### src/rtl/decode_stage_pipe.sv
// decode_stage_pipe: registered multi-lane instruction decode stage.
//
// Each lane word is split into opcode[31:26], dst[25:21], src0[20:16], src1[15:11] and an
// 11-bit immediate sign-extended to DATA_W. Opcodes >= NUM_OPS on active lanes are flagged
// illegal. Decoding happens before the output register, so both the main and skid
// registers hold decoded bundles. A 2-entry skid buffer keeps full throughput while
// in_ready_o is a flop.
//
// Ports:
//   clk_i, rst_ni                  clock, asynchronous active-low reset
//   in_valid_i / in_ready_o        input handshake
//   in_instr_i, in_mask_i          raw words per lane, lane-active mask
//   out_valid_o / out_ready_i      output handshake
//   out_opcode_o .. out_imm_o      decoded fields per lane (zero on masked-off lanes)
//   out_mask_o, out_illegal_o      registered mask, per-lane illegal flags
//   illegal_any_o                  OR of out_illegal_o, qualified by out_valid_o
//   perf_bundles_o, perf_illegal_o accepted-bundle / consumed-illegal-lane counters
//                                  (present only when DECODE_PERF_EN is defined)
module decode_stage_pipe #(
  parameter int unsigned LANES   = 4,
  parameter int unsigned DATA_W  = 32,
  parameter int unsigned NUM_OPS = 32
) (
  input  logic                          clk_i,
  input  logic                          rst_ni,
  input  logic                          in_valid_i,
  output logic                          in_ready_o,
  input  logic [LANES-1:0][31:0]        in_instr_i,
  input  logic [LANES-1:0]              in_mask_i,
  output logic                          out_valid_o,
  input  logic                          out_ready_i,
  output logic [LANES-1:0][5:0]         out_opcode_o,
  output logic [LANES-1:0][4:0]         out_dst_o,
  output logic [LANES-1:0][4:0]         out_src0_o,
  output logic [LANES-1:0][4:0]         out_src1_o,
  output logic [LANES-1:0][DATA_W-1:0]  out_imm_o,
  output logic [LANES-1:0]              out_mask_o,
  output logic [LANES-1:0]              out_illegal_o,
`ifdef DECODE_PERF_EN
  output logic [31:0]                   perf_bundles_o,
  output logic [31:0]                   perf_illegal_o,
`endif
  output logic                          illegal_any_o
);

  typedef struct packed {
    logic [5:0]        opcode;
    logic [4:0]        dst;
    logic [4:0]        src0;
    logic [4:0]        src1;
    logic [DATA_W-1:0] imm;
    logic              illegal;
  } lane_t;

  typedef struct packed {
    lane_t [LANES-1:0] lane;
    logic [LANES-1:0]  mask;
  } bundle_t;

  typedef enum logic [1:0] {StEmpty, StOne, StFull} state_e;

  state_e  state_q, state_d;
  bundle_t dec;
  bundle_t main_q, main_d;
  bundle_t skid_q, skid_d;
  logic    in_ready_q, valid_q, illegal_any_q, illegal_any_d;
  logic    accept, consume;

  // Decode ahead of the register; masked-off lanes decode to all zeros.
  always_comb begin
    dec = '0;
    for (int l = 0; l < LANES; l++) begin
      dec.mask[l] = in_mask_i[l];
      if (in_mask_i[l]) begin
        dec.lane[l].opcode  = in_instr_i[l][31:26];
        dec.lane[l].dst     = in_instr_i[l][25:21];
        dec.lane[l].src0    = in_instr_i[l][20:16];
        dec.lane[l].src1    = in_instr_i[l][15:11];
        dec.lane[l].imm     = {{(DATA_W-11){in_instr_i[l][10]}}, in_instr_i[l][10:0]};
        dec.lane[l].illegal = 32'(in_instr_i[l][31:26]) >= NUM_OPS;
      end
    end
  end

  assign accept  = in_valid_i && in_ready_q;
  assign consume = valid_q && out_ready_i;

  always_comb begin
    state_d       = state_q;
    main_d        = main_q;
    skid_d        = skid_q;
    illegal_any_d = 1'b0;
    unique case (state_q)
      StEmpty: begin
        if (accept) begin
          main_d  = dec;
          state_d = StOne;
        end
      end
      StOne: begin
        if (accept && !consume) begin
          skid_d  = dec;
          state_d = StFull;
        end else if (accept && consume) begin
          main_d  = dec;
        end else if (consume) begin
          state_d = StEmpty;
        end
      end
      StFull: begin
        // in_ready is low here, so only a consume can happen.
        if (consume) begin
          main_d  = skid_q;
          state_d = StOne;
        end
      end
      default: state_d = StEmpty;
    endcase
    if (state_d != StEmpty) begin
      for (int l = 0; l < LANES; l++) begin
        illegal_any_d = illegal_any_d | main_d.lane[l].illegal;
      end
    end
  end

  always_ff @(posedge clk_i or negedge rst_ni) begin
    if (!rst_ni) begin
      state_q       <= StEmpty;
      main_q        <= '0;
      skid_q        <= '0;
      in_ready_q    <= 1'b1;
      valid_q       <= 1'b0;
      illegal_any_q <= 1'b0;
    end else begin
      state_q       <= state_d;
      main_q        <= main_d;
      skid_q        <= skid_d;
      in_ready_q    <= (state_d != StFull);
      valid_q       <= (state_d != StEmpty);
      illegal_any_q <= illegal_any_d;
    end
  end

  always_comb begin
    for (int l = 0; l < LANES; l++) begin
      out_opcode_o[l]  = main_q.lane[l].opcode;
      out_dst_o[l]     = main_q.lane[l].dst;
      out_src0_o[l]    = main_q.lane[l].src0;
      out_src1_o[l]    = main_q.lane[l].src1;
      out_imm_o[l]     = main_q.lane[l].imm;
      out_illegal_o[l] = main_q.lane[l].illegal;
    end
  end

  assign out_mask_o    = main_q.mask;
  assign out_valid_o   = valid_q;
  assign in_ready_o    = in_ready_q;
  assign illegal_any_o = illegal_any_q;

`ifdef DECODE_PERF_EN
  logic [31:0] perf_bundles_q, perf_bundles_d;
  logic [31:0] perf_illegal_q, perf_illegal_d;
  logic [31:0] illegal_cnt;

  always_comb begin
    illegal_cnt = '0;
    for (int l = 0; l < LANES; l++) begin
      illegal_cnt = illegal_cnt + 32'(main_q.lane[l].illegal);
    end
    perf_bundles_d = perf_bundles_q + (accept ? 32'd1 : 32'd0);
    perf_illegal_d = perf_illegal_q + (consume ? illegal_cnt : 32'd0);
  end

  always_ff @(posedge clk_i or negedge rst_ni) begin
    if (!rst_ni) begin
      perf_bundles_q <= '0;
      perf_illegal_q <= '0;
    end else begin
      perf_bundles_q <= perf_bundles_d;
      perf_illegal_q <= perf_illegal_d;
    end
  end

  assign perf_bundles_o = perf_bundles_q;
  assign perf_illegal_o = perf_illegal_q;
`endif

endmodule

### config.mk
export PLATFORM = sky130hd
export DESIGN_NAME = decode_stage_pipe
export DESIGN_NICKNAME = d
export VERILOG_FILES = /design/src/rtl/decode_stage_pipe.sv
export SDC_FILE = /design/constraint.sdc
export NUM_CORES = 1
export LEC_CHECK = 0
export ABC_CLOCK_PERIOD_IN_PS = 2700
export CORE_MARGIN = 3
export CORE_UTILIZATION = 31
export CTS_CLUSTER_SIZE = 25
export DETAILED_ROUTE_END_ITERATION = 10
export HOLD_SLACK_MARGIN = 0.12
export SYNTH_ARGS = -nofsm -noshare
export SYNTH_HDL_FRONTEND = slang
export SYNTH_SLANG_ARGS = --single-unit
### constraint.sdc
create_clock -name clk_i -period 2.7 [get_ports clk_i]
set_clock_uncertainty 0.15 [all_clocks]
set_input_delay 0.405 -clock clk_i [delete_from_list [all_inputs] [get_ports clk_i]]
set_output_delay 0.405 -clock clk_i [all_outputs]
set_load 0.03 [all_outputs]
==> run metrics <==
Final Hold Viols 0; maxcap violations 0; vias in the first global route 9184; post-synth top area share 58.67%; Synth Register Bits 277; clk root buf clkbuf_16; htree depth 1; final net count 1594; P_sw 7.331 mW; internal power 11.51 mW; routed wire length 35110 microns; Ys Warns 0; Die ar. 40350 sq um; critical path class reg -> out; commonest non-fill, non-tap cells in the layout nand2_1, clkdlybuf4s50_1, dfrtp_1; starting density of the core 31.78%; top post-synthesis cells by area dfrtp_1, nand2_1, buf_4; critical path's slowest cell clkdlybuf4s50_1; f_max 0.4123 GHz; buffers plus inverters on the worst setup path 1; Cell Area, Synth 11770 sq um; antenna viol nets, final 0; CTS tree built; Clock power frac 23.1%; # Post-CTS Setup Buffers 0; gr usage total 16.65%; first-pass GRT wire length 54790 microns; post-synthesis cell count 1206; leakage 7.490 nW; Final period util 89.82%; Avg Synthesized Cell Area 9.762 sq um; vias 9468; crit-path cells clkdlybuf4s50_1; Crit path arrival time 1.87 ns; clock buffer depth 3; total congestion overflow 0; number of CTS-inserted buffers 31; status complete, no violations; Remaining DRCs 0; drt wl/cell 17.65 microns; Yosys top cell by area dfrtp_1; Site Rows 70; largest fanout on the critical path 23; HP Class in -> async; clock latency on the worst-skew pair 0.55 ns; die extent in x 200.9 microns; TritonRoute pass-1 iters 5; post-layout min period 2.425 ns; setup_tns 0 ns; Slew HR 59.43%; startpoint types flip-flop; Iter 0 DRT Violations 575; sequential area share after synthesis 58.89%; sw frac 38.91%; drt via density 4.760; Slowest Stage Delay on Critical Path 0.76 ns; Slew Viols, Final 0; Syn Nets 1342; Ports 359; core area 37050 sq um; antenna violations before repair 4; chip height 200.9 microns; Final Total Pwr 18.84 mW; RSZ-0062 raised after global routing no; Comb power frac 41.5%; synth unique cells 29; worst slew pin tran 0.6066 ns; crit-path leading delay family buffers and inverters; largest net degree at the start of global routing 66; layout cells sized above 1 6.748%; Setup crit end kind primary output; commonest non-fill, non-tap cell in the layout nand2_1; maximum VDD drop 0.4943 mV; sequential fraction of design power 35.4%; clk sinks 277; global placer's final weighted congestion 0.7519; post-DP HPWL 23280 microns; Clk pin slew, worst setup/hold paths 0.06 ns; final setup violation count 0; Worst EP required 2.14 ns; PwrDens 1143 nW/um^2; Fill cells 3507; Layout area overhead 40.01%; # port buffers 358
## cells in the mapped netlist
master and count:
and3b_1 1, and3_1 3, nor2b_1 1, a21bo_2 1, and2_0 1, buf_4 92
buf_2 25, a221o_1 63, nand2_1 400, a21o_1 8, or2_2 1, nor2_1 58
and4bb_2 1, a22oi_1 72, clkbuf_1 56, a21boi_2 1, and2_1 1, nor3_1 4
a21oi_1 2, and4b_1 1, o21ai_0 127, o41a_1 1, dfrtp_1 276, nand3b_1 1
dfstp_2 1, inv_1 2, a222oi_1 1, a211oi_4 1, mux2_2 4
## metrics by stage
step / worst slack [ns] / hold WS (ns) / area (sq um) / utilization, % / cells
CTS: 0.01859 / 0.2642 / 16470 / 44.47 / 1986
global placement: 0.1112 / 0.2652 / 15390 / 41.54 / 1927
floorplan: 0.6175 / -0.04059 / 11770 / - / 1206
finish: 0.2749 / 0.2612 / 16480 / 44.49 / 1989
detailed placement: 0.07770 / 0.2711 / 15390 / 41.54 / 1927
global route: 0.1496 / 0.2692 / 16480 / 44.49 / 1989
## cell families (layout without fill, tap and decap cells)
logic type      Yosys count  after routing  synth area share, %
mux                       4              4               0.3826
buf+inv                 175            451                8.779
compound gates          277            277                16.47
simple gates            473            473                15.47
flops                   277            277                58.89
other cells               0              3                    0
## area by class of cell
class / instances / area [sq um] / share of cell area [%]
Antenna cell: 3 / 7.507 / 0.04554
Clock buffer: 48 / 939.7 / 5.701
Timing Repair Buffer: 392 / 4019 / 24.38
Clock inverter: 9 / 122.6 / 0.7439
Multi-Input combinational cell: 754 / 3820 / 23.17
Sequential cell: 277 / 6937 / 42.08
Inverter: 2 / 7.507 / 0.04554
Tap cell: 504 / 630.6 / 3.826
## sequential cells by signal, indices dropped and copies added, names as in the netlist
register,count
out_src0_o,20
illegal_any_o,1
skid_q,136
out_illegal_o,4
out_opcode_o,24
out_dst_o,20
out_src1_o,20
out_imm_o,44
out_mask_o,4
state_q,2
in_ready_o,1
out_valid_o,1
## routing by layer
metal	vias up	share of wire, %	GRT usage (%)
met1	4637	44	23.31
met2	285	47	26.05
met3	40	7.3	4.281
met4	2	1.7	3.864
li1	4504	-	-
met5	-	0.048	0
## power groups by stage
| stage | logic (mW) | clock network [mW] | registers, mW |
|---|---|---|---|
| finish | 7.82 | 4.34 | 6.68 |
| global route | 8.40 | 4.65 | 6.87 |
| CTS | 7.93 | 4.47 | 6.67 |
| detailed placement | 7.93 | 0 | 6.72 |
| global placement | 7.82 | 0 | 6.67 |
| floorplan | 3.69 | 0 | 7.90 |
## worst paths after layout
kind	from	to	slack [ns]	cells past startpoint
setup / recovery	out_imm_o[30]$_DFFE_PN0P_	out_imm_o[26]	0.27	1
hold / removal	rst_ni	out_src0_o[12]$_DFFE_PN0P_	0.26	2
setup reg to reg	state_q[0]$_DFF_PN0_	out_mask_o[3]$_DFFE_PN0P_	0.51	4
hold reg to reg	out_imm_o[66]$_DFFE_PN0P_	out_imm_o[66]$_DFFE_PN0P_	0.31	2
max in group asynchronous	rst_ni	out_imm_o[126]$_DFFE_PN0P_	1.37	3
min in group clk_i	in_instr_i[19]	skid_q[45]$_DFFE_PN0P_	0.29	3
## what timing repair did
action / 4_1_cts / 5_1_grt
hold buffers: 2 / 0
endpoints found under the setup margin: 15 / 22
hold endpoints to repair: 70 / 0
gates resized for setup: 2 / 1
Note: power is estimated with default switching activity, not from simulation.
